===== src/rtl/alu_op_sequencer_if.sv =====
// Command/response bundle between a requester and the ALU op sequencer.
// master drives commands and observes responses; slave is the sequencer side.
interface alu_op_sequencer_if #(
    parameter int WIDTH = 8
);
    logic             cmd_valid;
    logic             cmd_ready;
    logic [2:0]       cmd_op;
    logic             cmd_load;
    logic [WIDTH-1:0] cmd_a;
    logic [WIDTH-1:0] cmd_b;
    logic             rsp_valid;
    logic [WIDTH-1:0] rsp_result;
    logic             rsp_error;

    modport master (
        output cmd_valid, cmd_op, cmd_load, cmd_a, cmd_b,
        input  cmd_ready, rsp_valid, rsp_result, rsp_error
    );

    modport slave (
        input  cmd_valid, cmd_op, cmd_load, cmd_a, cmd_b,
        output cmd_ready, rsp_valid, rsp_result, rsp_error
    );
endinterface


===== src/rtl/alu_op_sequencer.sv =====
// Sequences one command at a time through the accumulator ALU datapath:
// drives mux/operand/result selects, waits out the latency, returns a one-cycle response.
module alu_op_sequencer #(
    parameter int WIDTH       = 8,
    parameter int ALU_LATENCY = 1,
    parameter int COUNT_W     = 8
) (
    input  logic               clk,
    input  logic               rst,
    input  logic               on,
    input  logic               err_clear,
    alu_op_sequencer_if.slave  bus,
    output logic [2:0]         in_selector,
    output logic [WIDTH-1:0]   num1,
    output logic [WIDTH-1:0]   num2,
    output logic [6:0]         out_selector,
    input  logic [WIDTH-1:0]   alu_result,
    input  logic               alu_overflow,
    output logic [1:0]         state,
    output logic [COUNT_W-1:0] op_count
);
    typedef enum logic [1:0] {
        OFF       = 2'b00,
        READY     = 2'b01,
        RUN       = 2'b10,
        RUN_ERROR = 2'b11
    } seqState_t;

    localparam logic [2:0] SEL_PERSIST = 3'b001;
    localparam logic [2:0] SEL_LOAD    = 3'b010;
    localparam logic [2:0] SEL_RESET   = 3'b100;
    localparam int         CNT_W       = (ALU_LATENCY < 1) ? 1 : $clog2(ALU_LATENCY + 1);
    localparam logic [CNT_W-1:0] CNT_INIT = CNT_W'(ALU_LATENCY);

    seqState_t          curState, stateNxt;
    logic [CNT_W-1:0]   runCnt, runCntNxt;
    logic [2:0]         inSel, inSelNxt;
    logic [WIDTH-1:0]   num1Q, num1Nxt, num2Q, num2Nxt;
    logic [6:0]         outSel, outSelNxt;
    logic               cmdReady, cmdReadyNxt;
    logic               rspValid, rspValidNxt;
    logic [WIDTH-1:0]   rspResult, rspResultNxt;
    logic               rspError, rspErrorNxt;
    logic [COUNT_W-1:0] opCount, opCountNxt;
    logic               accept;

    assign accept = bus.cmd_valid & cmdReady;

    always_comb begin
        stateNxt     = curState;
        runCntNxt    = runCnt;
        inSelNxt     = SEL_PERSIST;
        num1Nxt      = num1Q;
        num2Nxt      = num2Q;
        outSelNxt    = outSel;
        cmdReadyNxt  = 1'b0;
        rspValidNxt  = 1'b0;
        rspResultNxt = rspResult;
        rspErrorNxt  = rspError;
        opCountNxt   = opCount;

        // Dropping enable wins over everything, including a completing RUN.
        if (!on) begin
            stateNxt  = OFF;
            inSelNxt  = SEL_RESET;
            outSelNxt = '0;
        end else begin
            case (curState)
                OFF: begin
                    stateNxt    = READY;
                    cmdReadyNxt = 1'b1;
                end
                READY: begin
                    cmdReadyNxt = 1'b1;
                    if (accept) begin
                        cmdReadyNxt = 1'b0;
                        if (bus.cmd_op == 3'd7) begin
                            stateNxt     = RUN_ERROR;
                            rspValidNxt  = 1'b1;
                            rspErrorNxt  = 1'b1;
                            rspResultNxt = '0;
                        end else begin
                            stateNxt  = RUN;
                            runCntNxt = CNT_INIT;
                            inSelNxt  = bus.cmd_load ? SEL_LOAD : SEL_PERSIST;
                            if (bus.cmd_load) num1Nxt = bus.cmd_a;
                            num2Nxt   = bus.cmd_b;
                            outSelNxt = 7'b1 << bus.cmd_op;
                        end
                    end
                end
                RUN: begin
                    if (runCnt == '0) begin
                        rspValidNxt  = 1'b1;
                        rspResultNxt = alu_result;
                        rspErrorNxt  = alu_overflow;
                        outSelNxt    = '0;
                        if (alu_overflow) begin
                            stateNxt = RUN_ERROR;
                        end else begin
                            // Back to READY alongside the response so the next command
                            // can be taken in the response cycle.
                            stateNxt    = READY;
                            cmdReadyNxt = 1'b1;
                            opCountNxt  = opCount + COUNT_W'(1);
                        end
                    end else begin
                        runCntNxt = runCnt - CNT_W'(1);
                    end
                end
                RUN_ERROR: begin
                    if (err_clear) begin
                        stateNxt    = READY;
                        cmdReadyNxt = 1'b1;
                    end
                end
                default: stateNxt = OFF;
            endcase
        end
    end

    always_ff @(posedge clk or negedge rst) begin
        if (!rst) begin
            curState  <= OFF;
            runCnt    <= '0;
            inSel     <= SEL_RESET;
            num1Q     <= '0;
            num2Q     <= '0;
            outSel    <= '0;
            cmdReady  <= 1'b0;
            rspValid  <= 1'b0;
            rspResult <= '0;
            rspError  <= 1'b0;
            opCount   <= '0;
        end else begin
            curState  <= stateNxt;
            runCnt    <= runCntNxt;
            inSel     <= inSelNxt;
            num1Q     <= num1Nxt;
            num2Q     <= num2Nxt;
            outSel    <= outSelNxt;
            cmdReady  <= cmdReadyNxt;
            rspValid  <= rspValidNxt;
            rspResult <= rspResultNxt;
            rspError  <= rspErrorNxt;
            opCount   <= opCountNxt;
        end
    end

    assign state          = curState;
    assign in_selector    = inSel;
    assign num1           = num1Q;
    assign num2           = num2Q;
    assign out_selector   = outSel;
    assign op_count       = opCount;
    assign bus.cmd_ready  = cmdReady;
    assign bus.rsp_valid  = rspValid;
    assign bus.rsp_result = rspResult;
    assign bus.rsp_error  = rspError;
endmodule


===== src/flat_wrapper.sv =====
// flat-port wrapper written by rule: the top's interface ports become plain ports
module alu_op_sequencer_flat 
#(
    parameter int WIDTH       = 8,
    parameter int ALU_LATENCY = 1,
    parameter int COUNT_W     = 8
)
  (clk, rst, on, err_clear, in_selector, num1, num2, out_selector, alu_result, alu_overflow, state, op_count, bus_cmd_valid, bus_cmd_op, bus_cmd_load, bus_cmd_a, bus_cmd_b, bus_cmd_ready, bus_rsp_valid, bus_rsp_result, bus_rsp_error);
  alu_op_sequencer_if #(.WIDTH(WIDTH)) bus_i ();
  input  logic clk;
  input  logic rst;
  input  logic on;
  input  logic err_clear;
  output logic [2:0] in_selector;
  output logic [WIDTH-1:0] num1;
  output logic [WIDTH-1:0] num2;
  output logic [6:0] out_selector;
  input  logic [WIDTH-1:0] alu_result;
  input  logic alu_overflow;
  output logic [1:0] state;
  output logic [COUNT_W-1:0] op_count;
  input wire logic [$bits(bus_i.cmd_valid)-1:0] bus_cmd_valid;
  input wire logic [$bits(bus_i.cmd_op)-1:0] bus_cmd_op;
  input wire logic [$bits(bus_i.cmd_load)-1:0] bus_cmd_load;
  input wire logic [$bits(bus_i.cmd_a)-1:0] bus_cmd_a;
  input wire logic [$bits(bus_i.cmd_b)-1:0] bus_cmd_b;
  output wire logic [$bits(bus_i.cmd_ready)-1:0] bus_cmd_ready;
  output wire logic [$bits(bus_i.rsp_valid)-1:0] bus_rsp_valid;
  output wire logic [$bits(bus_i.rsp_result)-1:0] bus_rsp_result;
  output wire logic [$bits(bus_i.rsp_error)-1:0] bus_rsp_error;
  assign bus_i.cmd_valid = bus_cmd_valid;
  assign bus_i.cmd_op = bus_cmd_op;
  assign bus_i.cmd_load = bus_cmd_load;
  assign bus_i.cmd_a = bus_cmd_a;
  assign bus_i.cmd_b = bus_cmd_b;
  assign bus_cmd_ready = bus_i.cmd_ready;
  assign bus_rsp_valid = bus_i.rsp_valid;
  assign bus_rsp_result = bus_i.rsp_result;
  assign bus_rsp_error = bus_i.rsp_error;
  alu_op_sequencer #(.WIDTH(WIDTH), .ALU_LATENCY(ALU_LATENCY), .COUNT_W(COUNT_W)) u_core (.clk(clk), .rst(rst), .on(on), .err_clear(err_clear), .bus(bus_i), .in_selector(in_selector), .num1(num1), .num2(num2), .out_selector(out_selector), .alu_result(alu_result), .alu_overflow(alu_overflow), .state(state), .op_count(op_count));
endmodule

===== config.mk =====
export PLATFORM = sky130hd
export DESIGN_NAME = alu_op_sequencer_flat
export DESIGN_NICKNAME = d
export VERILOG_FILES = /design/src/rtl/alu_op_sequencer_if.sv /design/src/rtl/alu_op_sequencer.sv /design/src/flat_wrapper.sv
export SDC_FILE = /design/constraint.sdc
export NUM_CORES = 1
export LEC_CHECK = 0
export BUFFER_PORTS_ARGS = -buffer_cell sky130_fd_sc_hd__clkbuf_2
export CAP_MARGIN = 0
export CORE_UTILIZATION = 35
export CTS_BUF_LIST = sky130_fd_sc_hd__clkbuf_8
export CTS_CLUSTER_SIZE = 28
export DETAILED_ROUTE_END_ITERATION = 8
export MAX_ROUTING_LAYER = met4
export PLACE_DENSITY = 0.66
export SLEW_MARGIN = 5
export SYNTH_ARGS = -nofsm -noshare
export SYNTH_HDL_FRONTEND = slang
export SYNTH_SLANG_ARGS = --single-unit

===== constraint.sdc =====
create_clock -name clk -period 4.5 [get_ports clk]
set_input_delay 0.9 -clock clk [delete_from_list [all_inputs] [get_ports clk]]
set_output_delay 0.9 -clock clk [all_outputs]
set_load 0.01 [all_outputs]

---- Yosys cells after proc, flatten, opt, wreduce, memory -nomap -nowiden ----
Cells that the tools add are included.
operators by class
  add/sub/neg operators ................... 2
  eq/ne operators ......................... 13
  shift-type cells ........................ 1
  muxes and demuxes ....................... 40
  bitwise operators ....................... 4
  reduce and logical (&&, ||, !) cells .... 9
operator list
  cell                                                  count
  two-way mux 7 bit                                     4
  two-way mux 8 bit                                     3
  two-way mux 1 bit                                     16
  case mux 8 bit (2 select lines)                       1
  AND reduction 4 bit                                   4
  case mux 7 bit (2 select lines)                       1
  two-way mux 2 bit                                     6
  two-way mux 3 bit                                     4
  AND reduction 5 bit                                   2
  != test 3 bit (second input constant)                 3
  adder 8 x 1 -> 8 bit (second input constant)          1
  case mux 2 bit (4 select lines)                       1
  << shifter 1 x 3 -> 7 bit (first input constant)      1
  case mux 1 bit (2 select lines)                       3
  equality test 2 bit (second input constant)           2
  != test 2 x 1 -> 1 bit (second input constant)        2
  != test 2 bit (second input constant)                 2
  case mux 1 bit (4 select lines)                       1
  equality test 3 bit (second input constant)           1
  != test 3 x 1 -> 1 bit (second input constant)        1
  != test 3 x 2 -> 1 bit (second input constant)        1
  inverter 1 bit                                        3
  AND reduction 3 bit                                   1
  equality test 2 x 1 -> 1 bit (second input constant)  1
  4 further kinds                                       4
word-level totals
  register bits after elaboration ......... 48
  output and inout bits ................... 47

---- Longest topological paths before layout ----
  word-level depth ........................ 5
  depth in mapped cells ................... 8
  depth with buffers taken out ............ 6

---- Least setup slack after synthesis ----
OpenSTA, ideal clock, no wires.
  path kind ............................... input to register
  from .................................... input port bus_cmd_op[0]
  to ...................................... register u_core.outSel[1] (netlist: u_core.out_selector[1])
  library setup time ...................... 83 ps
  arrival ................................. 1798 ps
  setup slack ............................. 2619 ps
  stages on the path ...................... 5
  buffers on the path ..................... 1
  cell sequence ........................... and4_1 -> nor4_4 -> buf_4 -> nand3_1 -> o21ai_0
between the ends
  word-level cells in the longest chain between the ends .. 5
RTL lines
  item                             line                     RTL
  start: declaration               flat_wrapper.sv:23       input wire logic [$bits(bus_i.cmd_op)-1:0] bus_cmd_op;
  << shifter 1 x 3 -> 7 bit        alu_op_sequencer.sv:88   outSelNxt = 7'b1 << bus.cmd_op;
  two-way mux 7 bit                alu_op_sequencer.sv:77   if (bus.cmd_op == 3'd7) begin
  two-way mux 7 bit                alu_op_sequencer.sv:75   if (accept) begin
  case mux 7 bit (2 select lines)  alu_op_sequencer.sv:68   case (curState)
  two-way mux 7 bit                alu_op_sequencer.sv:63   if (!on) begin
  end signal: assignment           alu_op_sequencer.sv:141  outSel <= outSelNxt;
  end: declaration                 alu_op_sequencer.sv:39   logic [6:0] outSel, outSelNxt;
Several ways; a longest one is shown, not always the timed one. The select of a mux whose other input is x is not followed.
A chain may end at the register's enable or synchronous reset.

---- Final worst setup path ----
  from .................................... register u_core.curState[0] (netlist: u_core.state[0])
  to ...................................... register u_core.rspError (netlist: u_core.bus.rsp_error)
between the ends
  word-level cells in the longest chain between the ends .. 3
RTL lines
  item                                                                        line                     RTL
  start: declaration                                                          alu_op_sequencer.sv:35   seqState_t curState, stateNxt;
  start signal: assignment                                                    alu_op_sequencer.sv:136  curState <= stateNxt;
  equality test 2 bit / equality test 2 x 1 -> 1 bit (equally long branches)  alu_op_sequencer.sv:68
  != test 2 bit (no source line), or another cell as far along                n/a
  AND reduction 5 bit (no source line)                                        n/a
  end signal: assignment                                                      alu_op_sequencer.sv:145  rspError <= rspErrorNxt;
  end: declaration                                                            alu_op_sequencer.sv:43   logic rspError, rspErrorNxt;
Several ways; a longest one is shown, not always the timed one.

==> flow_summary.json <==
{
  "outcome": "finished, final reports clean",
  "tns_ns": 0,
  "cts.root.buffer_cell": "clkbuf_8",
  "slowest_delay_ns": 0.62,
  "synth_top_area_share_pct": 54.6,
  "coreArea_mm2": 0.00592,
  "ys_types": 34,
  "cts_hold_buf": 0,
  "placed_area_mm2": 0.00262,
  "yosysTopAreaCell": "dfrtp_1",
  "port_buffers": 80,
  "required_ns": 4.68,
  "ys.flop_type": "dfrtp_1",
  "die_h_um": 80.5,
  "worstMarginPinSlew_ns": 0.839,
  "ys_top_cells_by_count": "47 x dfrtp_1, 23 x nand2_1, 17 x mux2_2",
  "slowest_stage": "ha_1",
  "drive_gt1_share_pct": 41.4,
  "grt_pass1_vias": 1500,
  "hold_viol": 0,
  "rsz0062_at_grt": "no",
  "postSynth.asyncResetShare_pct": 100,
  "area_growth_pct": 25.8,
  "drt-vias-per-instance": 4.73,
  "use_met1_pct": 17.8,
  "routed_wl_um": 4290,
  "cts_buffer_depth": 2,
  "worstPathCellList": "inv_1, ha_1, nor2_1, nor3_1, nand3_1, mux2_1",
  "post_cts.repair.setup_buffers": 0,
  "synth-edff-count": 0,
  "vias": 1623,
  "p_comb_share_pct": 35.9,
  "maxCapViolCount": 0,
  "timing.fmax_mhz": 391,
  "drt_iter0_markers": 85,
  "slew_headroom_pct": 43.8,
  "gr-usage-all-layers_pct": 14.4,
  "ios": 81,
  "period_minus_slack_ns": 2.55,
  "synthTopCellsByArea": "dfrtp_1 55%, mux2_2 8.9%, mux2i_1 4.2%",
  "switchingPower_uw": 478,
  "yosysMostFrequentCell": "dfrtp_1",
  "skew_ns": 0.00689,
  "synthCells": 185,
  "met3_usage_pct": 3.64,
  "ys_seq_area_share_pct": 55.8,
  "firstDrtPassIters": 4,
  "netlist_area_mm2": 0.00215,
  "grt_first_pass_wirelength_um": 6900,
  "ctsResizeCount": 0,
  "ir_drop_v": 0.000242,
  "antenna_found_initial": 0,
  "cp.arrival_ns": 2.74,
  "fillers": 567,
  "start_kind": "flop",
  "syn_area_per_cell_um2": 11.6,
  "clock_latency_ns": 0.30,
  "grt_overflow": 0,
  "setup_viol": 0,
  "synth_warnings": 0,
  "sw_frac_of_total_pct": 34.4,
  "clk_pin_slew_ns": 0.09,
  "fin_area_mm2": 0.00271,
  "p_per_area_mw_per_mm2": 514,
  "p_leak_nw": 1.44,
  "cts_htree_levels": 2,
  "pwr-share-seq_pct": 45.5,
  "gp_congestion": 0.798,
  "endpoint_kind": "flop",
  "clock-sinks": 48,
  "internal_power_uw": 914,
  "gr-usage-met2_pct": 23.0,
  "crit_fanout": 20,
  "grt_max_degree": 49,
  "numCtsBuffers": 5,
  "finalNetCount": 306,
  "drv_slew": 0,
  "syn_nets": 224,
  "min_path_type": "flop to flop",
  "cts_tree": "built",
  "dp.final_hpwl_um": 3130,
  "setup.worst_path.class": "flop to flop",
  "drcViolationCount": 0,
  "wl_per_cell_um": 12.5,
  "start_util_pct": 36.4,
  "die-area_mm2": 0.00647,
  "floorplan.rows": 28,
  "antennaDiodeCount": 0,
  "ant_nets": 0,
  "top_usage_layer": "met2",
  "synth.ff_latch_count": 48,
  "finalCritPeriodShare_pct": 56.8,
  "die_w_um": 80.5,
  "clkPwrFrac_pct": 18.6
}
-- routing by layer --
layer,vias up,share of wire (%)
met5,-,0
met4,0,1.1
met3,8,6.4
met2,51,49
met1,778,44
li1,786,-
-- final timing paths --
kind                               startpoint                    to  slack (ns)  cells after the start
setup / recovery              u_core.state[0]  u_core.bus.rsp_error        1.95                      6
hold / removal             u_core.op_count[7]    u_core.op_count[7]        0.47                      1
setup reg to reg              u_core.state[0]  u_core.bus.rsp_error        1.95                      6
hold reg to reg            u_core.op_count[7]    u_core.op_count[7]        0.47                      1
max in group asynchronous                 rst        u_core.num1[5]        3.39                      2
min in group asynchronous                 rst    u_core.op_count[5]        0.68                      2
-- registers in the layout (all words and copies together) (netlist names) --
signal and flops:
u_core.bus.rsp_result 8, u_core.num1 8, u_core.num2 8, u_core.op_count 8, u_core.out_selector 7, u_core.in_selector 3, u_core.state 2, u_core.bus.cmd_ready 1
u_core.bus.rsp_error 1, u_core.bus.rsp_valid 1, u_core.runCnt 1
-- cells in the final DEF (no fill, tap or decap), types with 2 or more instances in the layout --
cell type   n
a21oi_1     4
and3_1      2
and4_1      2
clkbuf_2   80
clkbuf_8    6
dfrtp_1    47
ha_1        5
inv_1      16
mux2_2     17
mux2i_1     9
nand2_1    23
nand2b_1    5
nand3_1     8
nand4_1     2
nor2_1      8
nor3_1      6
o21ai_0     6
xnor2_1     5
xor2_1      2
-- cells by family (layout without fill, tap and decap cells) --
logic type	after synthesis	count (layout)	synth area share [%]
XOR/XNOR	7	7	2.85
adder cells (fa/ha/maj)	5	5	2.90
multiplexers	27	27	13.6
flip-flops	48	48	55.8
AND/OR/NAND/NOR	63	63	15.7
AO/OA/AOI/OAI	15	15	4.76
buffers and inverters	20	103	4.36
-- power groups by stage --
stage / Clock (mW) / Sequential [mW] / Combinational [mW]
2_1_floorplan: 0 / 0.696 / 0.258
3_3_place_gp: 0 / 0.639 / 0.500
3_5_place_dp: 0 / 0.643 / 0.508
4_1_cts: 0.271 / 0.636 / 0.509
5_1_grt: 0.284 / 0.651 / 0.556
6_report: 0.259 / 0.634 / 0.500
-- critical path: cells and delay by family (launching register included) --
family	cells	cell delay, ns
simple gates	3	0.81
flops	1	0.42
fa+ha+maj	1	0.62
buf+inv	1	0.11
mux	1	0.47
-- stage by stage --
| stage | util [%] | total power, mW | cells | setup WS (ns) | hold WS, ns |
|---|---|---|---|---|---|
| 6_report | 45.8 | 1.39 | 343 | 1.95 | 0.473 |
| 5_1_grt | 45.8 | 1.49 | 343 | 1.69 | 0.522 |
| 4_1_cts | 45.8 | 1.42 | 343 | 1.88 | 0.478 |
| 3_5_place_dp | 44.3 | 1.15 | 335 | 1.86 | 0.466 |
| 3_3_place_gp | 44.3 | 1.14 | 335 | 1.91 | 0.461 |
| 2_1_floorplan | - | 0.954 | 185 | 2.62 | 0.507 |
-- final cells by class --
cell class	instances	area (µm²)	area share, %
clock inverters	2	7.51	0.277
well taps	75	93.8	3.46
clock buffers	6	82.6	3.05
inverters	14	52.6	1.94
multi-input cells	117	863	31.9
repair buffers	81	408	15.1
flip-flops and latches	48	1200	44.4
(Power assumes the default switching activity.)
